[config.mk]
export PLATFORM = sky130hd
export DESIGN_NAME = chirp_sweep_ctrl
export DESIGN_NICKNAME = d
export VERILOG_FILES = /design/src/rtl/chirp_sweep_ctrl.sv
export SDC_FILE = /design/constraint.sdc
export NUM_CORES = 1
export LEC_CHECK = 0
export BUFFER_PORTS_ARGS = -buffer_cell sky130_fd_sc_hd__buf_4
export CAP_MARGIN = 10
export CORE_UTILIZATION = 50
export DETAILED_ROUTE_END_ITERATION = 7
export PLACE_DENSITY_LB_ADDON = 0.2
export RECOVER_POWER = 100
export SYNTH_ARGS = -nofsm -noshare
export SYNTH_HDL_FRONTEND = slang
export SYNTH_SLANG_ARGS = --single-unit
[constraint.sdc]
create_clock -name clk -period 5.45 [get_ports clk]
set_input_delay 0.2725 -clock clk [delete_from_list [all_inputs] [get_ports clk]]
set_output_delay 0.2725 -clock clk [all_outputs]
set_load 0.01 [all_outputs]
[src/rtl/chirp_sweep_ctrl.sv]
// Chirp frequency-sweep controller.
// Drives the phase accumulator's frequency tuning word with a linear ramp.
// The ramp can run up, down or as a triangle, either once or continuously.
// All sweep parameters are captured when a sweep is accepted, so the host
// may change its inputs freely while a sweep is running.
module chirp_sweep_ctrl #(
   parameter int N     = 32,
   parameter int CNT_W = 24
) (
   input  logic             clk,
   input  logic             rst,
   input  logic             i_start,
   input  logic             i_abort,
   input  logic [1:0]       i_mode,
   input  logic             i_cont,
   input  logic [N-1:0]     i_ftw_start,
   input  logic [N-1:0]     i_ftw_step,
   input  logic [CNT_W-1:0] i_num_steps,
   output logic [N-1:0]     o_ftw,
   output logic             o_busy,
   output logic             o_sweep_sync,
   output logic             o_done
);

   typedef enum logic [1:0] {
      IDLE = 2'd0,
      UP   = 2'd1,
      DOWN = 2'd2
   } state_t;

   state_t           r_state;
   state_t           w_stateNext;
   logic [CNT_W-1:0] r_k;
   logic [CNT_W-1:0] w_kNext;
   logic [N-1:0]     r_ftw;
   logic [N-1:0]     w_ftwNext;
   logic             r_busy;
   logic             w_busyNext;
   logic             r_sync;
   logic             w_syncNext;
   logic             r_done;
   logic             w_doneNext;
   logic             w_sweepEnd;

   logic [1:0]       r_mode;
   logic             r_cont;
   logic [N-1:0]     r_ftwStart;
   logic [N-1:0]     r_ftwStep;
   logic [CNT_W-1:0] r_numSteps;

   logic             w_accept;
   logic             w_triangle;
   logic             w_downMode;

   // A start is only taken from IDLE, and abort always vetoes it.
   assign w_accept   = (r_state == IDLE) && i_start && !i_abort;
   // Mode 11 is deliberately neither of these, so it behaves as a plain up ramp.
   assign w_triangle = (r_mode == 2'b10);
   assign w_downMode = (r_mode == 2'b01);

   // Capture the sweep parameters at the moment a sweep is accepted.
   always_ff @(posedge clk or posedge rst) begin
      if (rst) begin
         r_mode     <= 2'b00;
         r_cont     <= 1'b0;
         r_ftwStart <= '0;
         r_ftwStep  <= '0;
         r_numSteps <= '0;
      end else if (w_accept) begin
         r_mode     <= i_mode;
         r_cont     <= i_cont;
         r_ftwStart <= i_ftw_start;
         r_ftwStep  <= i_ftw_step;
         r_numSteps <= i_num_steps;
      end
   end

   // Next-state and next-output logic. The outputs are computed one cycle
   // ahead and then registered, so no input reaches an output combinationally.
   // The ramp is built incrementally (add or subtract the step each cycle),
   // which keeps the datapath to a single adder/subtractor.
   always_comb begin
      w_stateNext = r_state;
      w_kNext     = r_k;
      w_ftwNext   = r_ftw;
      w_busyNext  = r_busy;
      w_syncNext  = 1'b0;
      w_doneNext  = 1'b0;
      w_sweepEnd  = 1'b0;

      case (r_state)
         IDLE: begin
            if (w_accept) begin
               w_stateNext = (i_mode == 2'b01) ? DOWN : UP;
               w_kNext     = '0;
               w_ftwNext   = i_ftw_start;
               w_busyNext  = 1'b1;
               w_syncNext  = 1'b1;
            end
         end
         UP: begin
            if (r_k != r_numSteps) begin
               w_kNext   = r_k + CNT_W'(1);
               w_ftwNext = r_ftw + r_ftwStep;
            end else if (w_triangle && (r_numSteps > CNT_W'(1))) begin
               // The return leg starts one step below the peak, so the peak is
               // not repeated.
               w_stateNext = DOWN;
               w_kNext     = r_numSteps - CNT_W'(1);
               w_ftwNext   = r_ftw - r_ftwStep;
            end else begin
               w_sweepEnd = 1'b1;
            end
         end
         DOWN: begin
            if (w_downMode) begin
               if (r_k != r_numSteps) begin
                  w_kNext   = r_k + CNT_W'(1);
                  w_ftwNext = r_ftw - r_ftwStep;
               end else begin
                  w_sweepEnd = 1'b1;
               end
            end else begin
               // Triangle return leg counts k back down and stops at k=1, so
               // a continuous triangle flows straight into the next k=0.
               if (r_k > CNT_W'(1)) begin
                  w_kNext   = r_k - CNT_W'(1);
                  w_ftwNext = r_ftw - r_ftwStep;
               end else begin
                  w_sweepEnd = 1'b1;
               end
            end
         end
         default: begin
            w_stateNext = IDLE;
            w_kNext     = '0;
            w_ftwNext   = '0;
            w_busyNext  = 1'b0;
         end
      endcase

      if (w_sweepEnd) begin
         if (r_cont) begin
            w_stateNext = w_downMode ? DOWN : UP;
            w_kNext     = '0;
            w_ftwNext   = r_ftwStart;
            w_busyNext  = 1'b1;
            w_syncNext  = 1'b1;
         end else begin
            w_stateNext = IDLE;
            w_kNext     = '0;
            w_ftwNext   = '0;
            w_busyNext  = 1'b0;
            w_doneNext  = 1'b1;
         end
      end

      // Abort overrides everything, including a natural end, and never
      // produces a done pulse.
      if (i_abort) begin
         w_stateNext = IDLE;
         w_kNext     = '0;
         w_ftwNext   = '0;
         w_busyNext  = 1'b0;
         w_syncNext  = 1'b0;
         w_doneNext  = 1'b0;
      end
   end

   // State and output registers.
   always_ff @(posedge clk or posedge rst) begin
      if (rst) begin
         r_state <= IDLE;
         r_k     <= '0;
         r_ftw   <= '0;
         r_busy  <= 1'b0;
         r_sync  <= 1'b0;
         r_done  <= 1'b0;
      end else begin
         r_state <= w_stateNext;
         r_k     <= w_kNext;
         r_ftw   <= w_ftwNext;
         r_busy  <= w_busyNext;
         r_sync  <= w_syncNext;
         r_done  <= w_doneNext;
      end
   end

   assign o_ftw        = r_ftw;
   assign o_busy       = r_busy;
   assign o_sweep_sync = r_sync;
   assign o_done       = r_done;

endmodule

---- Yosys cells after proc, flatten, opt, wreduce, memory -nomap -nowiden ----
Cells that the tools add are included.
cells by class
  add/sub/neg operators ................... 5
  multipliers ............................. 0
  divide/modulo/power cells ............... 0
  order comparisons ....................... 2
  equal/unequal tests ..................... 14
  shift operators ......................... 0
  multiplexer cells ....................... 47
  bitwise logic cells ..................... 0
  reductions and logical operators ........ 9
operators by type and width
  kind                   count
  $mux 32                9
  $mux 24                8
  $pmux 32 s3            1
  $pmux 24 s3            1
  $gt 24x1->1 const B    2
  $sub 24x1->24 const B  2
  $add 32x32->32         1
  $sub 32x32->32         1
  $add 24x1->24 const B  1
  $ne 24x24->1           1
  $mux 1                 17
  $mux 2                 8
  $ne 5x5->1 const B     3
  $ne 4x4->1 const B     3
  $reduce_and 4->1       2
  $eq 2x1->1 const B     3
  $pmux 2 s3             1
  $eq 2x2->1 const B     2
  $pmux 1 s2             2
  $logic_and 1x1->1      3
  $ne 3x1->1 const B     1
  $ne 3x3->1 const B     1
  $logic_not 2->1        1
  $reduce_and 2->1       1
  other kinds (2)        2
storage, ports and cells
  bits in registers ....................... 152
  bits in latches ......................... 0
  RAM bits ................................ 0
  memory bits (read-only) ................. 0
  input port bits ......................... 95
  output and inout port bits .............. 35
  word-level logic and storage cells ...... 88
  memories ................................ 0

---- Logic depth before layout (Yosys ltp) ----
Gate-level depths: netlist of the first run.
  depth in word-level cells ............... 8
  mapped depth ............................ 13
  mapped depth without buffers ............ 13

---- Worst setup path before layout of the first run ----
Ideal clock, no wire load.
  path type ............................... register to register
  from .................................... reg r_ftw[12] (netlist: o_ftw[12])
  to ...................................... reg r_ftw[31] (netlist: o_ftw[31])
  setup time .............................. 142 ps
  arrival ................................. 3331 ps
  required time ........................... 5308 ps
  slack ................................... 1976 ps
  cell stages (with the launch flop) ...... 13
  buffers on the path ..................... 1
  period minus slack after synthesis ...... 3474 ps
  cells stage by stage .................... dfrtp_1 -> ha_1 -> clkbuf_1 -> or3_1 -> or3_1 -> a211oi_1 -> o41ai_1 -> a211oi_1 -> a221oi_1 -> or2_0 -> a31o_2 -> a221oi_1 -> o221ai_1
between the ends
  cells in the longest elaborated chain, start to end .. 6
  elaborated cells between the ends (all ways) .. 10
  those cells by class .................... add/sub (2); mux (8)
RTL lines
  item                        line           RTL
  start: declaration          35             logic [N-1:0] r_ftw;
  start signal: assignment    182            r_ftw <= w_ftwNext;
  $sub 32x32->32              110, 119, 128
  $mux 32 (on tied branches)  126, 105, 117
  $mux 32 (on tied branches)  116, 102
  $pmux 32 s3 (*)             91             case (r_state)
  $mux 32 (*)                 142            if (w_sweepEnd) begin
  $mux 32 (*)                 160            if (i_abort) begin
Mark *: on every way between the ends. The rest lies on a longest branch, timed or not. The select of a mux whose other input is x is not followed.
A chain may end at the register's enable or synchronous reset.

---- Worst setup path in the final report of the first run ----
  from .................................... reg r_numSteps[16]
  to ...................................... reg r_ftw[5] (netlist: o_ftw[5])
between the ends
  cells in the longest elaborated chain, start to end .. 7
  elaborated cells between the ends (all ways) .. 17
  those cells by class .................... order compare (1); eq/ne (5); mux (9); reduce/logical (2)
RTL lines
  item                                                                 line  RTL
  start: declaration                                                   49    logic [CNT_W-1:0] r_numSteps;
  start signal: assignment                                             74    r_numSteps <= i_num_steps;
  $gt 24x1->1                                                          105   end else if (w_triangle && (r_numSteps > CNT_W'(1))) begin
  $logic_and 1x1->1                                                    105
  $mux 1                                                               105
  $mux 1                                                               102   if (r_k != r_numSteps) begin
  $pmux 1 s2                                                           91
  $ne 5x5->1 (no source line) (tied with other cells)                  n/a
  $reduce_and 4->1 (no source line) / $mux 32 (equally long branches)  n/a
Parallel ways exist; a longest one is shown, timed or not.

==> results of run 1 <==
## path summary, 6_finish.rpt
path | startpoint | depth (start not counted) | slack (ps) | end
max in group asynchronous | rst | 3 | 1960 | r_ftwStart[25]$_DFFE_PP0P_
worst min-delay path | i_ftw_step[18] | 2 | 60 | r_ftwStep[18]$_DFFE_PP0P_
min in group asynchronous | rst | 2 | 1230 | r_numSteps[4]$_DFFE_PP0P_
worst max-delay path | r_numSteps[16]$_DFFE_PP0P_ | 9 | 930 | o_ftw[5]$_DFFE_PP0P_
worst min register to register | r_ftwStart[31]$_DFFE_PP0P_ | 2 | 500 | o_ftw[31]$_DFFE_PP0P_
worst max register to register | r_numSteps[16]$_DFFE_PP0P_ | 9 | 930 | o_ftw[5]$_DFFE_PP0P_
## stage by stage
| stage | total power, mW | setup slack (ps) | util [%] | hold slack (ps) | cells |
|---|---|---|---|---|---|
| 2_1_floorplan | 5.741 | 1084 | - | 423.1 | 1360 |
| 3_3_place_gp | 7.172 | 1426 | 56.48 | 477.9 | 1725 |
| 3_5_place_dp | 7.197 | 1327 | 56.48 | 490.1 | 1725 |
| 4_1_cts | 8.642 | 1316 | 59.45 | 57.35 | 1756 |
| 5_1_grt | 9.255 | 596.0 | 58.67 | 59.47 | 1756 |
| 6_report | 8.658 | 929.9 | 58.67 | 64.99 | 1756 |
## area by class of cell
| cell class | count | area share, % |
|---|---|---|
| inverters | 71 | 1.982 |
| clock buffers | 19 | 3.220 |
| clock inverters | 12 | 1.843 |
| flip-flops and latches | 152 | 28.29 |
| multi-input cells | 1042 | 54.57 |
| well taps | 313 | 2.913 |
| repair buffers | 147 | 7.185 |
## worst register-to-register path: cells and delay by family, from the launching register on
kind            cells  cell delay [ps]
buf+inv             1              400
flops               1              550
compound gates      4              840
simple gates        4             2650
## routing by layer
layer	part of all wire (%)	track usage (%)	up-vias	wire (um)
met5	0	0	-	0
met4	2.7	11.20	0	1039
met3	7.1	4.778	75	2734
met2	46	51.55	498	17560
met1	44	44.16	5438	17050
li1	-	-	5121	-
## sequential cells by signal, summed over array words and instances (netlist names)
| name | cells |
|---|---|
| r_cont | 1 |
| o_ftw | 32 |
| r_numSteps | 24 |
| r_k | 24 |
| o_done | 1 |
| r_mode | 2 |
| r_ftwStep | 32 |
| o_busy | 1 |
| r_ftwStart | 32 |
| r_state | 2 |
| o_sweep_sync | 1 |
## cells in the final DEF (no fill, tap or decap), types with 17 or more instances in the layout
cell         n
dfrtp_1    152
xnor2_1     60
clkbuf_1    38
nand3_1     26
ha_1        71
a211oi_1    21
inv_1       69
xor2_1      22
nor4_1      18
a22oi_1     31
a21oi_1     90
nor2_1     114
mux2_2      91
o21ai_0     94
nand2_1     93
buf_4      109
clkbuf_16   17
nor3_1      35
a31oi_1     18
## cells by family (layout without fill, tap and decap cells)
| kind of cell | after synthesis | in the layout | synth area share [%] |
|---|---|---|---|
| buffers and inverters | 166 | 249 | 5.612 |
| and+or+nand+nor | 382 | 382 | 15.80 |
| xor gates and xnor gates | 82 | 82 | 6.089 |
| adders and majority gates | 73 | 73 | 7.872 |
| DFF | 152 | 152 | 32.25 |
| muxes | 94 | 94 | 9.018 |
| AOI/OAI and AO/OA | 411 | 411 | 23.36 |
## power by group through the flow
stage                     registers, mW  clock network [mW]  logic, mW
after floorplan                    1.95                   0       3.79
after global placement             2.09                   0       5.08
after detailed placement           2.11                   0       5.08
after CTS                          2.10                1.42       5.12
after global routing               2.17                1.48       5.61
final                              2.11                1.41       5.14
==> results.sh, run 1 <==
export IMPL_via_count=11132
export IMPL_violations="max-capacitance violations, max-slew violations"
export IMPL_post_route_period_util_pct=82.94
export IMPL_multi_input_area_sq_um=7336
export IMPL_cts_tree="built"
export IMPL_combPwrFrac_pct=59.3
export IMPL_ys_flop_type="dfrtp_1"
export IMPL_vias_per_cell=6.339
export IMPL_grt_max_degree=97
export IMPL_start_util_pct=51.47
export IMPL_synth_async_reset_ratio_pct=100.0
export IMPL_grt_pass1_wl_um=60130
export IMPL_outcome="complete, but fails checks"
export IMPL_synth_top_area_share_pct=32.25
export IMPL_synth_most_common_cell="dfrtp_1"
export IMPL_worstMarginPinSlew_ps=3746
export IMPL_syn_inst=1360
export IMPL_cap_violations=3
export IMPL_core_sq_um=22920
export IMPL_place_area_sq_um=12940
export IMPL_intPower_mw=4.524
export IMPL_powerDensity_nw_per_um2=644.0
export IMPL_setup_viol=0
export IMPL_min_path_type="in2reg"
export IMPL_yosysWarnings=0
export IMPL_clock_latency_ps=440
export IMPL_path_delay_family="simple AND/OR/NAND/NOR gates"
export IMPL_cp_arrival_ps=4860
export IMPL_seqPwrFrac_pct=24.3
export IMPL_cts_root_buf="clkbuf_16"
export IMPL_critPathLaunchType="flop"
export IMPL_cts_htree_levels=4
export IMPL_finalInstanceArea_sq_um=13440
export IMPL_critical_path_slowest_cell="nor3_1"
export IMPL_drt_iter0_drc=964
export IMPL_ys_seq_elements=152
export IMPL_gp_congestion=0.9791
export IMPL_yosysTopAreaCell="dfrtp_1"
export IMPL_die_y_um=155.6
export IMPL_crit_required_ps=5790
export IMPL_antenna_cells=0
export IMPL_ys_top_cells_by_area="dfrtp_1, mux2_2, ha_1"
export IMPL_io_buffers=129
export IMPL_ir_worst_vdd_mv=0.2980
export IMPL_syn_to_final_growth_pct=13.99
export IMPL_cts_setup_buffers=0
export IMPL_cts_buffers=17
export IMPL_seqCellArea_sq_um=3804
export IMPL_fillers=2163
export IMPL_finClkSkew_ps=15.82
export IMPL_antenna_found_initial=0
export IMPL_switching_share_pct=47.74
export IMPL_cts_num_sinks=152
export IMPL_drc=0
export IMPL_p_leak_nw=5.844
export IMPL_wl_um=38380
export IMPL_die_w_um=155.6
export IMPL_grtUsageTotal_pct=32.12
export IMPL_max_freq_ghz=0.2212
export IMPL_wire_per_inst_um=21.86
export IMPL_worstSetupEndpointType="flop"
export IMPL_avgSynthCellArea_sq_um=8.672
export IMPL_cts_resized=0
export IMPL_synth_edf_count=0
export IMPL_path_buf_inv=1
export IMPL_crit_type="reg2reg"
export IMPL_layout_min_cycle_time_ps=4520
export IMPL_slew_violations=193
export IMPL_finalSetupTns_ps=0
export IMPL_syn_nets=1528
export IMPL_synth_seq_area_share_pct=32.25
export IMPL_path_clk_slew_ps=70
export IMPL_syn_area_sq_um=11790
export IMPL_slowest_delay_ps=1170
export IMPL_synth_common_cells="dfrtp_1, nor2_1, o21ai_0"
export IMPL_dpl_hpwl_um=26960
export IMPL_firstDrtPassIters=6
export IMPL_drive_gt1_share_pct=16.98
export IMPL_io_pins=130
export IMPL_power_frac_clock_pct=16.3
export IMPL_path_max_fanout=11
export IMPL_postCtsHoldBufs=0
export IMPL_grt_pass1_vias=10784
export IMPL_placementRows=55
export IMPL_grt_ovfl_total=0
export IMPL_cts_path_max_buffers=2
export IMPL_path_cells="or4_1 > or4_1 > nor4_1 > a21oi_1 > o31a_1 > nor3_1 > buf_4 > a22oi_1 > o21ai_0"
export IMPL_slew_headroom_pct=-149.8
export IMPL_dieArea_sq_um=24210
export IMPL_cpMostUsedCell="or4_1"
export IMPL_nets=1599
export IMPL_power_switching_mw=4.134
export IMPL_rsz0062_at_grt="no"
export IMPL_ant_nets=0
export IMPL_synth_cell_types=77
export IMPL_hold_viol_final=0
No activity file was read; power rests on OpenSTA's default activity.
==> run 2: changes to the inputs <==
Clock period 5.45 ns to 4.1 ns, I/O delays scaled along.
==> results.sh, run 2 (same netlist as run 1, synthesis figures left out) <==
export IMPL_p_leak_nw=6.071
export IMPL_seqPwrFrac_pct=24.4
export IMPL_via_count=11399
export IMPL_layout_commonest_cell="dfrtp_1"
export IMPL_final_cell_mix="dfrtp_1, buf_4, nor2_1, o21ai_0, nand2_1"
export IMPL_dpl_hpwl_um=27090
export IMPL_finClkSkew_ps=17.86
export IMPL_placementRows=55
export IMPL_nets=1661
export IMPL_ant_nets=0
export IMPL_path_clk_slew_ps=60
export IMPL_met1_length_um=16140
export IMPL_slew_violations=153
export IMPL_drc=0
export IMPL_antenna_cells=0
export IMPL_hold_viol_final=0
export IMPL_slew_headroom_pct=-130.2
export IMPL_firstDrtPassIters=6
export IMPL_cts_buffers=17
export IMPL_min_path_type="in2reg"
export IMPL_io_buffers=129
export IMPL_cts_num_sinks=152
export IMPL_wl_met3_um=2688
export IMPL_post_route_util_pct=60.68
export IMPL_grt_ovfl_total=0
export IMPL_vias_per_cell=6.274
export IMPL_critPathLaunchType="flop"
export IMPL_grtUsageTotal_pct=32.20
export IMPL_core_sq_um=22920
export IMPL_routed_top_layer="met5"
export IMPL_wl_um=38220
export IMPL_cts_htree_levels=4
export IMPL_rsz0062_at_grt="no"
export IMPL_grt_pass1_wl_um=60320
export IMPL_post_route_period_util_pct=93.78
export IMPL_gp_congestion=1.092
export IMPL_die_w_um=155.6
export IMPL_worstMarginPinSlew_ps=3452
export IMPL_finalPower_mw=11.38
export IMPL_cts_root_buf="clkbuf_16"
export IMPL_cts_setup_buffers=0
export IMPL_cts_path_max_buffers=2
export IMPL_switching_share_pct=48.63
export IMPL_wire_per_inst_um=21.03
export IMPL_power_frac_clock_pct=13.9
export IMPL_io_pins=130
export IMPL_whs_ps=5.306
export IMPL_setup_viol=0
export IMPL_wl_met2_um=18040
export IMPL_syn_to_final_growth_pct=17.90
export IMPL_antenna_found_initial=1
export IMPL_grt_pass1_vias=11063
export IMPL_outcome="complete, but fails checks"
export IMPL_die_y_um=155.6
export IMPL_drive_gt1_share_pct=17.75
export IMPL_grt_max_degree=153
export IMPL_worstSetupEndpointType="flop"
export IMPL_crit_required_ps=4400
export IMPL_max_freq_ghz=0.2601
export IMPL_clock_latency_ps=440
export IMPL_finalSetupTns_ps=0
export IMPL_ir_worst_vdd_mv=0.3731
export IMPL_power_switching_mw=5.533
export IMPL_start_util_pct=51.47
export IMPL_crit_type="reg2reg"
export IMPL_combPwrFrac_pct=61.7
export IMPL_cp_arrival_ps=4140
export IMPL_path_max_fanout=8
export IMPL_intPower_mw=5.845
export IMPL_cap_violations=1
export IMPL_violations="max-capacitance violations, max-slew violations"
export IMPL_dieArea_sq_um=24210
export IMPL_layout_min_cycle_time_ps=3845
export IMPL_cts_tree="built"
export IMPL_powerDensity_nw_per_um2=818.2
export IMPL_drt_iter0_drc=1130
-- run 2: through the flow --
stage	cell area (sq um)	cells	worst slack, ps
2_1_floorplan	11800	1360	626.5
3_3_place_gp	13100	1745	288.7
3_5_place_dp	13100	1745	179.7
4_1_cts	14070	1815	161.6
5_1_grt	13900	1817	88.78
6_report	13900	1817	254.9
-- run 2: routing by layer --
layer,up-vias,global-route usage [%]
met5,-,0
met4,2,12.70
met3,96,5.444
met2,512,52.74
met1,5522,42.41
li1,5267,-
-- run 2: repair_timing --
action	4_1_cts	5_1_grt
resized for setup	0	2
hold endpoints to repair	40	2
hold buffers	40	2
endpoints found under the setup margin	0	3
-- run 2: worst max-delay path, cell delays in order (launching register included) --
cell	delay, ps
dfrtp_1	420
ha_1	430
nor3b_1	100
o31ai_1	460
a211oi_1	220
o41ai_1	600
a211oi_2	220
a221oi_2	500
nor4b_1	110
a31o_2	230
a221oi_1	260
o221ai_1	160
-- run 2: final cells by class --
class	instances	area (sq um)
Timing Repair Buffer	209	1539
Multi-Input combinational cell	1042	7333
Sequential cell	152	3804
Clock buffer	19	442.9
Fill cell	2085	9011
Inverter	71	267.8
Clock inverter	11	126.4
Tap cell	313	391.6
-- run 2: final timing paths --
check / startpoint / end / slack, ps / depth (start not counted)
max: o_ftw[2]$_DFFE_PP0P_ / o_ftw[31]$_DFFE_PP0P_ / 250 / 11
min in group asynchronous: rst / r_k[19]$_DFFE_PP0P_ / 1100 / 3
min reg2reg: r_ftwStart[24]$_DFFE_PP0P_ / o_ftw[24]$_DFFE_PP0P_ / 490 / 2
max reg2reg: o_ftw[2]$_DFFE_PP0P_ / o_ftw[31]$_DFFE_PP0P_ / 250 / 11
max in group asynchronous: rst / r_ftwStep[12]$_DFFE_PP0P_ / 930 / 3
min: i_num_steps[6] / r_numSteps[6]$_DFFE_PP0P_ / 5 / 2
-- run 2: power by group through the flow --
stage          Clock [mW]  Sequential, mW  Combinational [mW]
2_1_floorplan           0            2.60                5.04
6_report             1.58            2.78                7.02
4_1_cts              1.60            2.77                6.98
3_5_place_dp            0            2.79                6.90
5_1_grt              1.66            2.87                7.63
3_3_place_gp            0            2.76                6.89
